### src/rtl/button_cmd_arbiter_pkg.sv
// Shared constants for the button command path: command codes, button indices
// and the state encodings used by the hold and arbiter FSMs.
package button_cmd_arbiter_pkg;

    localparam int NUM_BTN = 4;

    localparam logic [2:0] CMD_NONE  = 3'd0;
    localparam logic [2:0] CMD_LEFT  = 3'd1;
    localparam logic [2:0] CMD_RIGHT = 3'd2;
    localparam logic [2:0] CMD_DOWN  = 3'd3;
    localparam logic [2:0] CMD_ROT   = 3'd4;

    localparam int BTN_MIDDLE = 0;
    localparam int BTN_DOWN   = 1;
    localparam int BTN_LEFT   = 2;
    localparam int BTN_RIGHT  = 3;

    typedef enum logic [1:0] {HOLD_RELEASED, HOLD_DELAY, HOLD_REPEAT} hold_state_e;
    typedef enum logic       {ARB_IDLE, ARB_OFFER} arb_state_e;

    function automatic logic [2:0] btn_code(input logic [1:0] idx);
        case (idx)
            2'd0:    return CMD_ROT;
            2'd1:    return CMD_DOWN;
            2'd2:    return CMD_LEFT;
            default: return CMD_RIGHT;
        endcase
    endfunction

endpackage

### src/rtl/button_cmd_arbiter_btn_repeat.sv
// One button: rising-edge press detect plus hold/auto-repeat FSM clocked by
// the game tick. evt is a registered one-cycle event strobe.
module btn_repeat
    import button_cmd_arbiter_pkg::*;
#(
    parameter bit REPEAT_EN    = 1'b1,
    parameter int REPEAT_DELAY = 8,
    parameter int REPEAT_RATE  = 2,
    parameter int CNT_W        = 4
) (
    input  logic clk,
    input  logic rst_n,
    input  logic level,
    input  logic tick,
    output logic evt
);

    localparam logic [CNT_W-1:0] DELAY_M1 = CNT_W'(REPEAT_DELAY - 1);
    localparam logic [CNT_W-1:0] RATE_M1  = CNT_W'(REPEAT_RATE - 1);

    logic             prev;
    logic             press;
    logic             evt_d;
    hold_state_e      state_q, state_d;
    logic [CNT_W-1:0] cnt_q, cnt_d;

    assign press = level & ~prev;

    always_ff @(posedge clk) begin
        if (!rst_n) begin
            prev    <= 1'b0;
            state_q <= HOLD_RELEASED;
            cnt_q   <= '0;
            evt     <= 1'b0;
        end else begin
            prev    <= level;
            state_q <= state_d;
            cnt_q   <= cnt_d;
            evt     <= evt_d;
        end
    end

    // Release overrides everything, including a tick in the same cycle.
    always_comb begin
        state_d = state_q;
        cnt_d   = cnt_q;
        evt_d   = press;
        if (!level) begin
            state_d = HOLD_RELEASED;
            cnt_d   = '0;
            evt_d   = 1'b0;
        end else begin
            case (state_q)
                HOLD_RELEASED: begin
                    if (press && REPEAT_EN) begin
                        state_d = HOLD_DELAY;
                        cnt_d   = '0;
                    end
                end
                HOLD_DELAY: begin
                    if (tick) begin
                        if (cnt_q == DELAY_M1) begin
                            evt_d   = 1'b1;
                            cnt_d   = '0;
                            state_d = HOLD_REPEAT;
                        end else begin
                            cnt_d = cnt_q + 1'b1;
                        end
                    end
                end
                HOLD_REPEAT: begin
                    if (tick) begin
                        if (cnt_q == RATE_M1) begin
                            evt_d = 1'b1;
                            cnt_d = '0;
                        end else begin
                            cnt_d = cnt_q + 1'b1;
                        end
                    end
                end
                default: begin
                    state_d = HOLD_RELEASED;
                    cnt_d   = '0;
                end
            endcase
        end
    end

endmodule

### src/rtl/button_cmd_arbiter.sv
// Four button event sources feeding pending flags, serialized onto one
// valid/ready command port by a round-robin arbiter.
module button_cmd_arbiter
    import button_cmd_arbiter_pkg::*;
#(
    parameter int REPEAT_DELAY = 8,
    parameter int REPEAT_RATE  = 2,
    parameter int CNT_W        = 4
) (
    input  logic       clk,
    input  logic       rst_n,
    input  logic       left,
    input  logic       right,
    input  logic       middle,
    input  logic       down,
    input  logic       tick,
    input  logic       cmd_ready,
    output logic       cmd_valid,
    output logic [2:0] cmd_code,
    output logic       overrun
);

    logic [NUM_BTN-1:0] lvl, evt, clr, pend_q, pend_d;
    logic               ovr_d, found;
    logic [1:0]         pick, grant_q, grant_d, rr_q, rr_d;
    logic [2:0]         code_q, code_d;
    arb_state_e         state_q, state_d;

    assign lvl = {right, left, down, middle};

    for (genvar g = 0; g < NUM_BTN; g++) begin : g_btn
        btn_repeat #(
            .REPEAT_EN   (g != BTN_MIDDLE),
            .REPEAT_DELAY(REPEAT_DELAY),
            .REPEAT_RATE (REPEAT_RATE),
            .CNT_W       (CNT_W)
        ) u_btn (
            .clk  (clk),
            .rst_n(rst_n),
            .level(lvl[g]),
            .tick (tick),
            .evt  (evt[g])
        );
    end

    always_comb begin
        found = 1'b0;
        pick  = '0;
        for (int i = 0; i < NUM_BTN; i++) begin
            if (!found && pend_q[rr_q + 2'(i)]) begin
                found = 1'b1;
                pick  = rr_q + 2'(i);
            end
        end
    end

    always_comb begin
        state_d = state_q;
        grant_d = grant_q;
        code_d  = code_q;
        rr_d    = rr_q;
        clr     = '0;
        case (state_q)
            ARB_IDLE: begin
                if (found) begin
                    clr[pick] = 1'b1;
                    grant_d   = pick;
                    code_d    = btn_code(pick);
                    state_d   = ARB_OFFER;
                end
            end
            ARB_OFFER: begin
                if (cmd_ready) begin
                    rr_d    = grant_q + 2'd1;
                    code_d  = CMD_NONE;
                    state_d = ARB_IDLE;
                end
            end
            default: state_d = ARB_IDLE;
        endcase
    end

    // An event on a flag being consumed this cycle re-arms it and is not an overrun.
    assign pend_d = (pend_q & ~clr) | evt;
    assign ovr_d  = |(evt & pend_q & ~clr);

    always_ff @(posedge clk) begin
        if (!rst_n) begin
            state_q <= ARB_IDLE;
            grant_q <= '0;
            code_q  <= CMD_NONE;
            rr_q    <= '0;
            pend_q  <= '0;
            overrun <= 1'b0;
        end else begin
            state_q <= state_d;
            grant_q <= grant_d;
            code_q  <= code_d;
            rr_q    <= rr_d;
            pend_q  <= pend_d;
            overrun <= ovr_d;
        end
    end

    assign cmd_valid = (state_q == ARB_OFFER);
    assign cmd_code  = code_q;

endmodule

### config.mk
export PLATFORM = sky130hd
export DESIGN_NAME = button_cmd_arbiter
export DESIGN_NICKNAME = d
export VERILOG_FILES = /design/src/rtl/button_cmd_arbiter_pkg.sv /design/src/rtl/button_cmd_arbiter_btn_repeat.sv /design/src/rtl/button_cmd_arbiter.sv
export SDC_FILE = /design/constraint.sdc
export NUM_CORES = 1
export LEC_CHECK = 0
export CORE_MARGIN = 10
export CORE_UTILIZATION = 55
export CTS_CLUSTER_SIZE = 8
export DETAILED_ROUTE_END_ITERATION = 6
export PLACE_DENSITY = 0.74
export SETUP_SLACK_MARGIN = 0.4
export SLEW_MARGIN = 30
export SYNTH_ARGS = -nofsm -noshare
export SYNTH_HDL_FRONTEND = slang
export SYNTH_HIERARCHICAL = 1
export SYNTH_SLANG_ARGS = --single-unit
### constraint.sdc
create_clock -name clk -period 3 [get_ports clk]
set_input_delay 0.3 -clock clk [delete_from_list [all_inputs] [get_ports clk]]
set_output_delay 0.3 -clock clk [all_outputs]
set_load 0.02 [all_outputs]
==> metrics <==
Sink Count=39; routability cong.=0.8287; Post-synth EDFFs=0; antenna-violating nets left=0; TritonCTS clock tree=done; area grow syn2layout=12.36%; Final Setup Violations=0; hold_ws=0.4579 ns; Layout fillers=340; Max Fclk=0.5476 GHz; via count=1809; clk buf depth=2; fraction of layout cells with a size suffix above 1=11.88%; Max stage delay on crit path=0.44 ns; final net count=290; via/cell ratio=5.817; Int Pwr=0.8273 mW; startpoint types=flop; Final Cell Area=0.002525 sq mm; setup TNS=0 ns; most frequent cell after synthesis=dfxtp_1; crit end category=flop; GRT overflow=0; hold bufs inserted after CTS=0; clock slew at reported path FFs=0.08 ns; Non-Filler Instances=311; CTS resizes=0; FF-to-FF End=overrun$_SDFF_PN0_; register area share after synthesis=34.74%; DRC Markers=0; dpl hpwl=3286 um; Syn Inst Count=242; peak supply drop=0.3000 mV; RSZ-0062 raised after global routing=no; Combinational Power Share=16.2%; largest area contributor in the netlist=dfxtp_1; Hold Crit Class=flop to flop; Unique masters post-synth=49; Synth Flop Type=dfxtp_1; worst skew pair latency=0.29 ns; CTS Buf Count=5; Crit Path Category=flop to flop; r2r setup slk=1.17 ns; TritonRoute pass-1 iters=4; reg2reg start=pend_q[0]$_SDFF_PN0_; post-CTS setup buffer count=0; Crit path arrival time=2.04 ns; dpl cell area=0.002425 sq mm; Initial Util=56.58%; Port Buffer Count=12; CP endpoint=overrun$_SDFF_PN0_; H-tree depth=2; asr flop ratio synth=0%; overall routed net length=4361 um; largest net degree at the start of global routing=16; number of global-route vias before repair=1693; fin crit share=60.87%; area occupied by multi-input gates=0.001360 sq mm; ant diodes=0; Worst-Margin Slew=0.5225 ns; first-pass GRT wire length=7631 um; syn_nets=272; Reg power frac=48.9%; register area=780.7 sq um; crit-path cells=and2b_1 -> nor2_1 -> o22ai_1 -> inv_1 -> ha_1 -> a21boi_1 -> a22oi_1 -> a21oi_1; slew margin rel.=65.06%; Pleak=0.9393 nW; initial detailed-routing violation count=83; Clk pwr share=34.9%; synth cell count leaders=dfxtp_1, inv_1, ha_1; Min Clock Period, post-route=1.826 ns; outcome=completed; post-synth top area share=34.74%; Synth Area per Inst=9.286 sq um; WL/cell=14.02 um; root buf cell=clkbuf_8; die width=83.92 um; Setup Skew=0.006200 ns; initial antenna violation count=0; Global Route Usage Sum=12.63%; num rows=23; Sw Share=27.11%; Slowest cell on crit path=dfxtp_1; net switching power=0.3077 mW; flops & latches, synth=39; die height=83.92 um; dpl cells=303; Final Hold Fails=0; synth top area cells=dfxtp_1, ha_1, inv_1, nand2_1, nor2_1; I/O pins=13; Pwr Density=449.5 mW/mm^2; Synth Warn #=6; core area=0.003971 sq mm; Reg2Reg Depth=8; cell area after technology mapping=0.002247 sq mm; DIE AREA=0.007043 sq mm; critical path required time=3.22 ns; final max-slew violation count=0; crit path from=pend_q[0]$_SDFF_PN0_; CP max FO=6; Max-Cap Viols=0
critical path: cells and delay by family (launching register included):
family          cells  cell delay, ns
buf+inv             1            0.12
flops               1            0.44
fa+ha+maj           1            0.19
simple gates        2            0.24
compound gates      4            0.76
stage by stage:
| step | util, % | total power [mW] | setup slack [ns] |
|---|---|---|---|
| 2_1_floorplan | - | 0.6964 | 1.488 |
| 3_3_place_gp | 61.06 | 0.7475 | 0.9351 |
| 3_5_place_dp | 61.06 | 0.7511 | 0.9207 |
| 4_1_cts | 63.58 | 1.151 | 1.193 |
| 5_1_grt | 63.58 | 1.186 | 0.9950 |
| 6_report | 63.58 | 1.135 | 1.174 |
kinds of logic after synthesis:
family | share of synthesized area, %
AND/OR/NAND/NOR | 19.99
AO/OA/AOI/OAI | 27.89
flip-flops | 34.74
buffers and inverters | 4.732
adder cells (fa/ha/maj) | 12.25
XOR/XNOR | 0.3898
power groups by stage:
| stage | sequential, mW | clock, mW | combinational, mW |
|---|---|---|---|
| floorplan | 0.571 | 0 | 0.126 |
| global placement | 0.566 | 0 | 0.181 |
| detailed placement | 0.567 | 0 | 0.184 |
| CTS | 0.555 | 0.412 | 0.184 |
| global route | 0.558 | 0.425 | 0.203 |
| finish | 0.555 | 0.396 | 0.184 |
cell type report:
| cell class | count | share of cell area, % |
|---|---|---|
| multi-input combinational | 175 | 53.87 |
| tap | 50 | 2.478 |
| timing repair buffer | 12 | 4.757 |
| clock buffer | 8 | 3.964 |
| inverter | 27 | 4.014 |
| sequential | 39 | 30.92 |
sequential cells by signal, summed over array words and instances, names as in the netlist:
signal and cells:
cmd_code 3, cmd_valid 1, g_btn.u_btn/cnt_q 12, g_btn.u_btn/evt 4, g_btn.u_btn/prev 4, g_btn.u_btn/state_q 6, grant_q 2, overrun 1
pend_q 4, rr_q 2
layout by cell type (no fill, tap or decap), types with 3 or more instances in the layout:
cell,synthesis,routed
a31oi_1,3,3
nor3_1,3,3
nand4bb_1,3,3
ha_1,22,22
a211oi_1,6,6
clkdlybuf4s50_1,0,12
o31ai_1,3,3
inv_1,23,23
o21ai_0,5,5
o211ai_1,3,3
clkbuf_8,0,7
a41oi_1,6,6
nor4b_1,5,5
nand3_1,11,11
o21ai_1,5,5
dfxtp_1,39,39
nand2_1,21,21
nand2b_4,3,3
nand3b_1,3,3
o32ai_1,5,5
a21oi_1,11,11
a21boi_1,3,3
nor2_1,20,20
inv_2,4,4
routing by layer:
metal / global-route usage (%) / vias to the layer above / wire (um)
li1: - / 934 / -
met1: 15.47 / 847 / 2078
met2: 20.14 / 20 / 2071
met3: 3.613 / 8 / 143
met4: 5.023 / 0 / 68
met5: 0 / - / 0
worst min-delay path by stage:
stage                             start                        endpoint  slack [ns]  depth (start not counted)
6_report       cmd_code[0]$_SDFFE_PN0P_        cmd_code[0]$_SDFFE_PN0P_        0.46                          2
3_5_place_dp   cmd_code[0]$_SDFFE_PN0P_        cmd_code[0]$_SDFFE_PN0P_        0.45                          2
3_3_place_gp   cmd_code[2]$_SDFFE_PN0P_        cmd_code[2]$_SDFFE_PN0P_        0.44                          2
2_1_floorplan                    middle  g_btn[0].u_btn/prev$_SDFF_PN0_        0.42                          1
5_1_grt        cmd_code[0]$_SDFFE_PN0P_        cmd_code[0]$_SDFFE_PN0P_        0.47                          2
4_1_cts        cmd_code[0]$_SDFFE_PN0P_        cmd_code[0]$_SDFFE_PN0P_        0.46                          2
No activity file was read; power rests on OpenSTA's default activity.
